## config.mk

```make
export PLATFORM = sky130hd
export DESIGN_NAME = wb_burst_initiator_flat
export DESIGN_NICKNAME = d
export VERILOG_FILES = /design/src/rtl/wb_burst_initiator_if.sv /design/src/rtl/wb_burst_initiator.sv /design/src/flat_wrapper.sv
export SDC_FILE = /design/constraint.sdc
export NUM_CORES = 1
export LEC_CHECK = 0
export ABC_AREA = 1
export CAP_MARGIN = 0
export CORE_MARGIN = 2
export CORE_UTILIZATION = 45
export CTS_CLUSTER_DIAMETER = 60
export DETAILED_ROUTE_END_ITERATION = 8
export PLACE_DENSITY = 0.93
export SYNTH_ARGS = -nofsm -noshare
export SYNTH_HDL_FRONTEND = slang
export SYNTH_SLANG_ARGS = --single-unit
```

## constraint.sdc

```tcl
create_clock -name wb_clk_i -period 2.7 [get_ports wb_clk_i]
set_clock_uncertainty 0.2 [all_clocks]
set_input_delay 0.54 -clock wb_clk_i [delete_from_list [all_inputs] [get_ports wb_clk_i]]
set_output_delay 0.54 -clock wb_clk_i [all_outputs]
set_load 0.03 [all_outputs]
```

## src/rtl/wb_burst_initiator_if.sv

```systemverilog
// Wishbone B3 bus between the burst initiator (master) and the external memory port (slave).
interface wb_burst_initiator_if #(
    parameter int unsigned AW = 25
);
    logic [AW-1:0] wb_adr_o;
    logic [31:0]   wb_dat_o;
    logic [3:0]    wb_sel_o;
    logic          wb_we_o;
    logic          wb_cyc_o;
    logic          wb_stb_o;
    logic [2:0]    wb_cti_o;
    logic [1:0]    wb_bte_o;
    logic          wb_ack_i;
    logic          wb_err_i;
    logic          wb_rty_i;
    logic [31:0]   wb_dat_i;

    modport master (
        output wb_adr_o, wb_dat_o, wb_sel_o, wb_we_o, wb_cyc_o, wb_stb_o, wb_cti_o, wb_bte_o,
        input  wb_ack_i, wb_err_i, wb_rty_i, wb_dat_i
    );

    modport slave (
        input  wb_adr_o, wb_dat_o, wb_sel_o, wb_we_o, wb_cyc_o, wb_stb_o, wb_cti_o, wb_bte_o,
        output wb_ack_i, wb_err_i, wb_rty_i, wb_dat_i
    );
endinterface

```

## src/rtl/wb_burst_initiator.sv

```systemverilog
// Wishbone B3 burst initiator: runs 1..MAX_LEN beat linear/wrap read or write bursts per command.
// Define WB_BURST_INITIATOR_RETRY_EN to reissue remaining beats on rty (up to RETRY_LIMIT times).
module wb_burst_initiator #(
    parameter int unsigned AW          = 25,
    parameter int unsigned MAX_LEN     = 16,
    parameter int unsigned RETRY_LIMIT = 3
) (
    input  logic          wb_clk_i,
    input  logic          wb_rst_n_i,
    input  logic          cmd_valid_i,
    output logic          cmd_ready_o,
    input  logic          cmd_we_i,
    input  logic [AW-1:0] cmd_adr_i,
    input  logic [4:0]    cmd_len_i,
    input  logic [1:0]    cmd_bte_i,
    input  logic [31:0]   wdat_i,
    input  logic          wdat_valid_i,
    output logic          wdat_ready_o,
    output logic [31:0]   rdat_o,
    output logic          rdat_valid_o,
    output logic          done_o,
    output logic          err_o,
    wb_burst_initiator_if.master wb
);

    localparam int unsigned LW = 5;

    typedef enum logic [1:0] {
        S_IDLE = 2'd0,
        S_BUS  = 2'd1,
        S_END  = 2'd2,
        S_RTY  = 2'd3
    } state_t;

    state_t        r_state;
    logic          r_we;
    logic          r_cyc;
    logic          r_stb;
    logic          r_done;
    logic          r_err;
    logic          r_rdat_valid;
    logic [AW-1:0] r_adr;
    logic [31:0]   r_dat;
    logic [31:0]   r_rdat;
    logic [3:0]    r_sel;
    logic [2:0]    r_cti;
    logic [1:0]    r_bte;
    logic [LW-1:0] r_remaining;
    logic [LW-1:0] r_loads_left;

    logic          w_cmd_accept;
    logic          w_fault;
    logic          w_ack;
    logic          w_last;
    logic          w_wdat_ready;
    logic          w_wdat_take;
    logic          w_rty_retry;
    logic [LW-1:0] w_len;
    logic [AW-1:0] w_adr_next;

    // Wrap bursts increment only the low word-index bits; upper bits stay fixed.
    function automatic logic [AW-1:0] next_adr(input logic [AW-1:0] adr, input logic [1:0] bte);
        logic [AW-1:0] mask;
        case (bte)
            2'b01:   mask = AW'(12);
            2'b10:   mask = AW'(28);
            2'b11:   mask = AW'(60);
            default: mask = '1;
        endcase
        return (adr & ~mask) | ((adr + AW'(4)) & mask);
    endfunction

    always_comb begin
        w_len = cmd_len_i;
        if (cmd_len_i == '0) begin
            w_len = LW'(1);
        end else if (32'(cmd_len_i) > MAX_LEN) begin
            w_len = LW'(MAX_LEN);
        end
    end

    assign w_cmd_accept = cmd_valid_i & (r_state == S_IDLE);
    assign w_fault      = r_stb & (wb.wb_err_i | wb.wb_rty_i);
    assign w_ack        = r_stb & wb.wb_ack_i & ~wb.wb_err_i & ~wb.wb_rty_i;
    assign w_last       = (r_remaining == LW'(1));
    assign w_adr_next   = next_adr(r_adr, r_bte);
    assign w_wdat_ready = (r_state == S_BUS) & r_we & (~r_stb | w_ack) &
                          (r_loads_left != '0) & ~w_fault;
    assign w_wdat_take  = w_wdat_ready & wdat_valid_i;

`ifdef WB_BURST_INITIATOR_RETRY_EN
    localparam int unsigned RCW = (RETRY_LIMIT < 1) ? 1 : $clog2(RETRY_LIMIT + 1);

    logic [RCW-1:0] r_retry_cnt;

    assign w_rty_retry = r_stb & wb.wb_rty_i & ~wb.wb_err_i & (32'(r_retry_cnt) < RETRY_LIMIT);

    // Reissue budget, restarted for every command.
    always_ff @(posedge wb_clk_i or negedge wb_rst_n_i) begin
        if (!wb_rst_n_i) begin
            r_retry_cnt <= '0;
        end else if (w_cmd_accept) begin
            r_retry_cnt <= '0;
        end else if (w_rty_retry) begin
            r_retry_cnt <= r_retry_cnt + RCW'(1);
        end
    end
`else
    assign w_rty_retry = 1'b0;
`endif

    always_ff @(posedge wb_clk_i or negedge wb_rst_n_i) begin
        if (!wb_rst_n_i) begin
            r_state      <= S_IDLE;
            r_we         <= 1'b0;
            r_cyc        <= 1'b0;
            r_stb        <= 1'b0;
            r_done       <= 1'b0;
            r_err        <= 1'b0;
            r_rdat_valid <= 1'b0;
            r_adr        <= '0;
            r_dat        <= '0;
            r_rdat       <= '0;
            r_sel        <= '0;
            r_cti        <= '0;
            r_bte        <= '0;
            r_remaining  <= '0;
            r_loads_left <= '0;
        end else begin
            r_rdat_valid <= 1'b0;
            r_done       <= 1'b0;
            r_err        <= 1'b0;
            case (r_state)
                S_IDLE: begin
                    if (w_cmd_accept) begin
                        r_state      <= S_BUS;
                        r_cyc        <= 1'b1;
                        r_stb        <= ~cmd_we_i;
                        r_we         <= cmd_we_i;
                        r_adr        <= cmd_adr_i & ~AW'(3);
                        r_bte        <= cmd_bte_i;
                        r_sel        <= 4'hF;
                        r_remaining  <= w_len;
                        r_loads_left <= cmd_we_i ? w_len : LW'(0);
                        r_cti        <= (w_len == LW'(1)) ? 3'b111 : 3'b010;
                    end
                end
                S_BUS: begin
                    if (w_rty_retry) begin
                        r_state <= S_RTY;
                        r_cyc   <= 1'b0;
                        r_stb   <= 1'b0;
                    end else if (w_fault) begin
                        r_state <= S_END;
                        r_cyc   <= 1'b0;
                        r_stb   <= 1'b0;
                        r_sel   <= '0;
                        r_done  <= 1'b1;
                        r_err   <= 1'b1;
                    end else begin
                        if (w_ack) begin
                            if (!r_we) begin
                                r_rdat       <= wb.wb_dat_i;
                                r_rdat_valid <= 1'b1;
                            end
                            if (w_last) begin
                                r_state <= S_END;
                                r_cyc   <= 1'b0;
                                r_stb   <= 1'b0;
                                r_sel   <= '0;
                                r_done  <= 1'b1;
                            end else begin
                                r_adr       <= w_adr_next;
                                r_remaining <= r_remaining - LW'(1);
                                if (!r_we) begin
                                    r_cti <= (r_remaining == LW'(2)) ? 3'b111 : 3'b010;
                                end
                            end
                        end
                        // Write beats are issued only when a data word is in hand.
                        if (r_we) begin
                            if (w_wdat_take) begin
                                r_dat        <= wdat_i;
                                r_stb        <= 1'b1;
                                r_cti        <= (r_loads_left == LW'(1)) ? 3'b111 : 3'b010;
                                r_loads_left <= r_loads_left - LW'(1);
                            end else if (w_ack) begin
                                r_stb <= 1'b0;
                            end
                        end
                    end
                end
                S_RTY: begin
                    // The rty'd beat is still pending, so strobe it again with the held address/data.
                    r_state <= S_BUS;
                    r_cyc   <= 1'b1;
                    r_stb   <= 1'b1;
                end
                S_END: begin
                    r_state <= S_IDLE;
                end
            endcase
        end
    end

    assign cmd_ready_o  = (r_state == S_IDLE);
    assign wdat_ready_o = w_wdat_ready;
    assign rdat_o       = r_rdat;
    assign rdat_valid_o = r_rdat_valid;
    assign done_o       = r_done;
    assign err_o        = r_err;

    assign wb.wb_adr_o  = r_adr;
    assign wb.wb_dat_o  = r_dat;
    assign wb.wb_sel_o  = r_sel;
    assign wb.wb_we_o   = r_we;
    assign wb.wb_cyc_o  = r_cyc;
    assign wb.wb_stb_o  = r_stb;
    assign wb.wb_cti_o  = r_cti;
    assign wb.wb_bte_o  = r_bte;

endmodule

```

## src/flat_wrapper.sv

```systemverilog
// flat-port wrapper written by rule: the top's interface ports become plain ports
module wb_burst_initiator_flat 
#(
    parameter int unsigned AW          = 25,
    parameter int unsigned MAX_LEN     = 16,
    parameter int unsigned RETRY_LIMIT = 3
)
  (wb_clk_i, wb_rst_n_i, cmd_valid_i, cmd_ready_o, cmd_we_i, cmd_adr_i, cmd_len_i, cmd_bte_i, wdat_i, wdat_valid_i, wdat_ready_o, rdat_o, rdat_valid_o, done_o, err_o, wb_wb_adr_o, wb_wb_dat_o, wb_wb_sel_o, wb_wb_we_o, wb_wb_cyc_o, wb_wb_stb_o, wb_wb_cti_o, wb_wb_bte_o, wb_wb_ack_i, wb_wb_err_i, wb_wb_rty_i, wb_wb_dat_i);
  wb_burst_initiator_if #(.AW(AW)) wb_i ();
  input  logic wb_clk_i;
  input  logic wb_rst_n_i;
  input  logic cmd_valid_i;
  output logic cmd_ready_o;
  input  logic cmd_we_i;
  input  logic [AW-1:0] cmd_adr_i;
  input  logic [4:0] cmd_len_i;
  input  logic [1:0] cmd_bte_i;
  input  logic [31:0] wdat_i;
  input  logic wdat_valid_i;
  output logic wdat_ready_o;
  output logic [31:0] rdat_o;
  output logic rdat_valid_o;
  output logic done_o;
  output logic err_o;
  output wire logic [$bits(wb_i.wb_adr_o)-1:0] wb_wb_adr_o;
  output wire logic [$bits(wb_i.wb_dat_o)-1:0] wb_wb_dat_o;
  output wire logic [$bits(wb_i.wb_sel_o)-1:0] wb_wb_sel_o;
  output wire logic [$bits(wb_i.wb_we_o)-1:0] wb_wb_we_o;
  output wire logic [$bits(wb_i.wb_cyc_o)-1:0] wb_wb_cyc_o;
  output wire logic [$bits(wb_i.wb_stb_o)-1:0] wb_wb_stb_o;
  output wire logic [$bits(wb_i.wb_cti_o)-1:0] wb_wb_cti_o;
  output wire logic [$bits(wb_i.wb_bte_o)-1:0] wb_wb_bte_o;
  input wire logic [$bits(wb_i.wb_ack_i)-1:0] wb_wb_ack_i;
  input wire logic [$bits(wb_i.wb_err_i)-1:0] wb_wb_err_i;
  input wire logic [$bits(wb_i.wb_rty_i)-1:0] wb_wb_rty_i;
  input wire logic [$bits(wb_i.wb_dat_i)-1:0] wb_wb_dat_i;
  assign wb_wb_adr_o = wb_i.wb_adr_o;
  assign wb_wb_dat_o = wb_i.wb_dat_o;
  assign wb_wb_sel_o = wb_i.wb_sel_o;
  assign wb_wb_we_o = wb_i.wb_we_o;
  assign wb_wb_cyc_o = wb_i.wb_cyc_o;
  assign wb_wb_stb_o = wb_i.wb_stb_o;
  assign wb_wb_cti_o = wb_i.wb_cti_o;
  assign wb_wb_bte_o = wb_i.wb_bte_o;
  assign wb_i.wb_ack_i = wb_wb_ack_i;
  assign wb_i.wb_err_i = wb_wb_err_i;
  assign wb_i.wb_rty_i = wb_wb_rty_i;
  assign wb_i.wb_dat_i = wb_wb_dat_i;
  wb_burst_initiator #(.AW(AW), .MAX_LEN(MAX_LEN), .RETRY_LIMIT(RETRY_LIMIT)) u_core (.wb_clk_i(wb_clk_i), .wb_rst_n_i(wb_rst_n_i), .cmd_valid_i(cmd_valid_i), .cmd_ready_o(cmd_ready_o), .cmd_we_i(cmd_we_i), .cmd_adr_i(cmd_adr_i), .cmd_len_i(cmd_len_i), .cmd_bte_i(cmd_bte_i), .wdat_i(wdat_i), .wdat_valid_i(wdat_valid_i), .wdat_ready_o(wdat_ready_o), .rdat_o(rdat_o), .rdat_valid_o(rdat_valid_o), .done_o(done_o), .err_o(err_o), .wb(wb_i));
endmodule
```

# == Word level (Yosys, flattened, before mapping) ==
# Cells that the tools add are included.
# op_classes
add_sub_neg,3
n_eq_ne,18
n_div,0
reduce_logical,15
n_bitwise,22
order_cmp,1
n_mux,63
n_mul,0
shift,0
# ops
op,n
$mux W25,4
$pmux W25 S3,1
$mux W5,11
$and A25 B25 Y25,2
$pmux W25 S2,1
$mux W3,10
$add A25 B3 Y25 const B,1
$not A25 Y25,1
$or A25 B25 Y25,1
$mux W1,21
$pmux W5 S2,2
$mux W4,4
$reduce_and A4 Y1,4
$eq A5 B1 Y1 const B,3
$and A1 B1 Y1,10
$reduce_and A5 Y1,2
$sub A5 B1 Y5 const B,2
$eq A2 B2 Y1 const B,4
$mux W2,4
$ne A2 B1 Y1 const B,4
$pmux W2 S4,1
$pmux W4 S2,1
$ne A3 B1 Y1 const B,2
$not A1 Y1,6
other kinds (14),20
# totals
output_inout_bits,106
ramBits,0
rom_bits,0
reg_bits,116
latch_bits,0
memories,0
word_cells,137
input_bits,104

# == Depth between registers and ports, before layout ==
# Gate-level depths: netlist (run 1).
# logic_depth
word_depth,12
mapped_depth,14
depth_no_buf,13

# == Worst setup path before layout (run 1) ==
# Ideal clock, no wire load.
# synth_timing
path_kind,flip-flop to flip-flop
startpoint,register u_core.r_state[1]
endpoint,register with a tool-made name
path_stages_with_launch,14
period_less_slack_ns,2.135
t_required_ns,2.378
setup_slack_ns,0.565
path_buffers,1
t_arrival_ns,1.813
path_cell_list,dfrtp_1 inv_1 ha_1 inv_1 nor2_1 nor2_1 nand2_2 inv_2 nand2_4 inv_4 nand2_2 buf_6 nand2_1 a21boi_2
# synth_rtl
item,line,text
from (decl),wb_burst_initiator.sv:35,state_t r_state;
from (signal assigned),wb_burst_initiator.sv:114,r_state <= S_IDLE;
from (signal assigned),wb_burst_initiator.sv:136,r_state <= S_BUS;
from (signal assigned),wb_burst_initiator.sv:150,r_state <= S_RTY;

# == Worst setup path after layout (run 1) ==
# layout_timing
startpoint,register u_core.r_state[1]
endpoint,output port wdat_ready_o
# layout_between
elab_chain_len,5
# layout_lines
item,line,text
$eq A2 B1 Y1,wb_burst_initiator.sv:87,assign w_wdat_ready = (r_state == S_BUS) & r_we & (~r_stb | w_ack) &
$and A1 B1 Y1 (3 in a row),wb_burst_initiator.sv:87,
$and A1 B1 Y1,wb_burst_initiator.sv:88,(r_loads_left != '0) & ~w_fault;
to (decl),flat_wrapper.sv:20,output logic wdat_ready_o;
# No other way between the ends.

==> impl_metrics.json, run 1 <==
{
  "route.detailed.drc": 0,
  "syn-cell-area_mm2": 0.005803,
  "p_int_mw": 6.320,
  "min_period_ns": 2.590,
  "clkPwrFrac_pct": 22.4,
  "rows": 41,
  "setup_ws_ns": 0.1103,
  "post-synth-top-count-cell": "nand2_1",
  "hpwl_mm": 12.51,
  "via_per_inst": 5.124,
  "htreeDepth": 4,
  "cts_made_buffers": 17,
  "seqPwrFrac_pct": 27.3,
  "combPwrFrac_pct": 50.3,
  "clk_path_buf_depth": 2,
  "crit_family": "buffers and inverters",
  "synthDistinctLibCells": 36,
  "cp.depth": 6,
  "max_freq_ghz": 0.3861,
  "synthArstFlopShare_pct": 100.0,
  "clock_sinks": 113,
  "worst_slew_pin_slew_ns": 0.5817,
  "hp-class": "flip-flop to flip-flop",
  "cp_slowest_cell": "dfrtp_1",
  "synth_top_area_share_pct": 48.73,
  "setup_viol": 0,
  "hold_slack_ns": 0.2684,
  "pin_count": 210,
  "postCtsSetupBuffers": 0,
  "rsz0062_at_grt": "false",
  "portBuffers": 207,
  "die-area_mm2": 0.01382,
  "seqCellArea_mm2": 0.002828,
  "worstPathRequired_ns": 1.96,
  "layout-drive-gt1-share_pct": 10.31,
  "cp-end-kind": "output port",
  "crit_chain": "inv_1, ha_1, nand2_1, inv_1, and3_1, buf_4",
  "die_w_um": 117.6,
  "peakVddDrop_mv": 0.7109,
  "max_stage_delay_ns": 0.42,
  "antenna_found_initial": 1,
  "syn_avg_cell_area_um2": 8.459,
  "synth_edf_count": 0,
  "drt_first_pass_iters": 5,
  "gp_congestion": 0.8794,
  "worst-r2r-cell-count": 9,
  "crit_arrival_ns": 1.85,
  "core_area_mm2": 0.01262,
  "p_switching_mw": 4.766,
  "total_leakage_power_nw": 4.223,
  "synth_fp_nets": 804,
  "crit_top_cell": "inv_1",
  "drtIter0Drc": 436,
  "synth_flop_cell": "dfrtp_1",
  "critPathLaunchType": "flip-flop",
  "yosys-top-cells-area": "dfrtp_1 49%, nand2_1 14%, mux2_4 7.0%",
  "path_class": "flip-flop to output port",
  "yosys_register_bits": 113,
  "grt_pass1_wl_mm": 29.15,
  "synthTopCellsByCount": "221 x nand2_1, 113 x dfrtp_1, 78 x nor2_1, 66 x inv_1, 38 x o21ai_0",
  "grt_max_degree": 44,
  "drt-wirelength-per-cell_um": 16.60,
  "synth_top_area_cell": "dfrtp_1",
  "period_share_pct": 95.91,
  "fin_nets": 1017,
  "whs_path_depth": 2,
  "place_ws_ns": 0.1245,
  "grtUsageTotal_pct": 26.90,
  "status": "finished, final reports clean",
  "powerDensity_mw_per_mm2": 1273,
  "crit_buf_inv": 3,
  "cts_tree": "built",
  "drv_slew": 0,
  "num_vias": 5560,
  "maxCapViolations": 0,
  "multi_input_area_mm2": 0.002557,
  "syn_inst": 686,
  "yosys_warnings": 0,
  "clock_latency_ns": 0.41,
  "grt.overflow.total": 0,
  "wirelength_mm": 18.01,
  "postRouteAntennaNets": 0,
  "slew_headroom_pct": 60.81,
  "path_clk_slew_ns": 0.05,
  "setup_tns_ns": 0,
  "finalHoldViolCount": 0,
  "initial_core_util_pct": 45.98,
  "worst-path-max-fanout": 7,
  "p_sw_share_pct": 42.99,
  "seq_area_frac_synth_pct": 48.73,
  "cts_root_buffer": "clkbuf_16",
  "area_growth_pct": 50.04,
  "fillers": 889,
  "chipHeight_um": 117.6,
  "grt_pass1_vias": 5463
}
-- worst reg2reg max path, cell delays in order (launching register included) --
cell     delay [ns]
dfrtp_1        0.42
inv_1          0.15
ha_1           0.34
buf_4          0.37
nand2_1        0.12
inv_1          0.38
nand2_1        0.13
o21ai_0        0.19
nand2_1        0.07
nand2_1        0.06
-- power groups by stage --
stage / sequential [mW] / combinational [mW] / clock (mW)
2_1_floorplan: 4.14 / 2.27 / 0
3_3_place_gp: 2.96 / 5.32 / 0
3_5_place_dp: 3.01 / 5.49 / 0
4_1_cts: 3.01 / 5.57 / 2.52
5_1_grt: 3.12 / 5.98 / 2.61
6_report: 3.03 / 5.58 / 2.48
-- worst paths after layout --
check,from,end,slack (ns)
max reg2reg,u_core.r_state[1]$_DFFE_PN0P_,flip-flop,0.22
min reg2reg,u_core.rdat_o[2]$_DFFE_PN0P_,u_core.rdat_o[2]$_DFFE_PN0P_,0.27
min in group asynchronous,wb_rst_n_i,u_core.wb.wb_dat_o[10]$_DFFE_PN0P_,0.48
min,u_core.rdat_o[2]$_DFFE_PN0P_,u_core.rdat_o[2]$_DFFE_PN0P_,0.27
max,u_core.r_state[1]$_DFFE_PN0P_,wdat_ready_o,0.11
max in group asynchronous,wb_rst_n_i,u_core.wb.wb_bte_o[1]$_DFFE_PN0P_,1.19
-- kinds of logic after synthesis --
logic type / share of synthesized area (%)
simple gates: 24.77
flops: 48.73
fa+ha+maj: 3.019
buf+inv: 7.309
compound gates: 8.215
mux: 7.956
-- cell usage in the layout, fill, tap and decap left out, drive strengths merged, types with 6 or more instances in the layout --
cell	count
mux2	32
nand4	7
o21ai	40
ha	14
nor3	8
nor2	80
buf	11
a21oi	18
inv	72
clkbuf	18
nand3	29
a21boi	7
dfrtp	113
nand2	226
clkinv	6
clkdlybuf4s50	204
-- layer usage --
metal | vias up | global-route usage [%] | share of wire (%)
li1 | 2619 | - | -
met1 | 2637 | 31.41 | 40
met2 | 264 | 45.83 | 49
met3 | 40 | 7.897 | 7.8
met4 | 0 | 12.20 | 3.4
met5 | - | 0 | 0
-- layout make-up --
cell class	instances	area share, %
Tap cell	172	2.472
Inverter	71	3.090
Clock inverter	14	2.429
Timing Repair Buffer	217	25.09
Sequential cell	113	32.48
Antenna cell	1	0.02874
Clock buffer	18	5.044
Multi-Input combinational cell	479	29.37
-- metrics by stage --
step	area, um^2	std cells	power (mW)	util, %
5_1_grt	8707	1085	11.71	69.00
3_3_place_gp	8041	1051	8.275	63.72
3_5_place_dp	8041	1051	8.502	63.72
2_1_floorplan	5803	686	6.405	-
6_report	8707	1085	11.09	69.00
4_1_cts	8702	1084	11.10	68.96
-- what timing repair did --
item / in CTS / in global routing
hold endpoints to repair: 41 / 0
hold buffers: 1 / 0
setup endpoints to repair: 0 / 1
resized for setup: 0 / 1
No activity file was read; power rests on OpenSTA's default activity.
==> run 2: changes to the inputs <==
--- a/config.mk
+++ b/config.mk
@@ -6,7 +6,6 @@
 export NUM_CORES = 1
 export LEC_CHECK = 0
 export ABC_AREA = 1
-export CAP_MARGIN = 0
 export CORE_MARGIN = 2
 export CORE_UTILIZATION = 45
 export CTS_CLUSTER_DIAMETER = 60
==> results of run 2 <==
No change in the layout: final DEF, timing and power equal those of run 1.
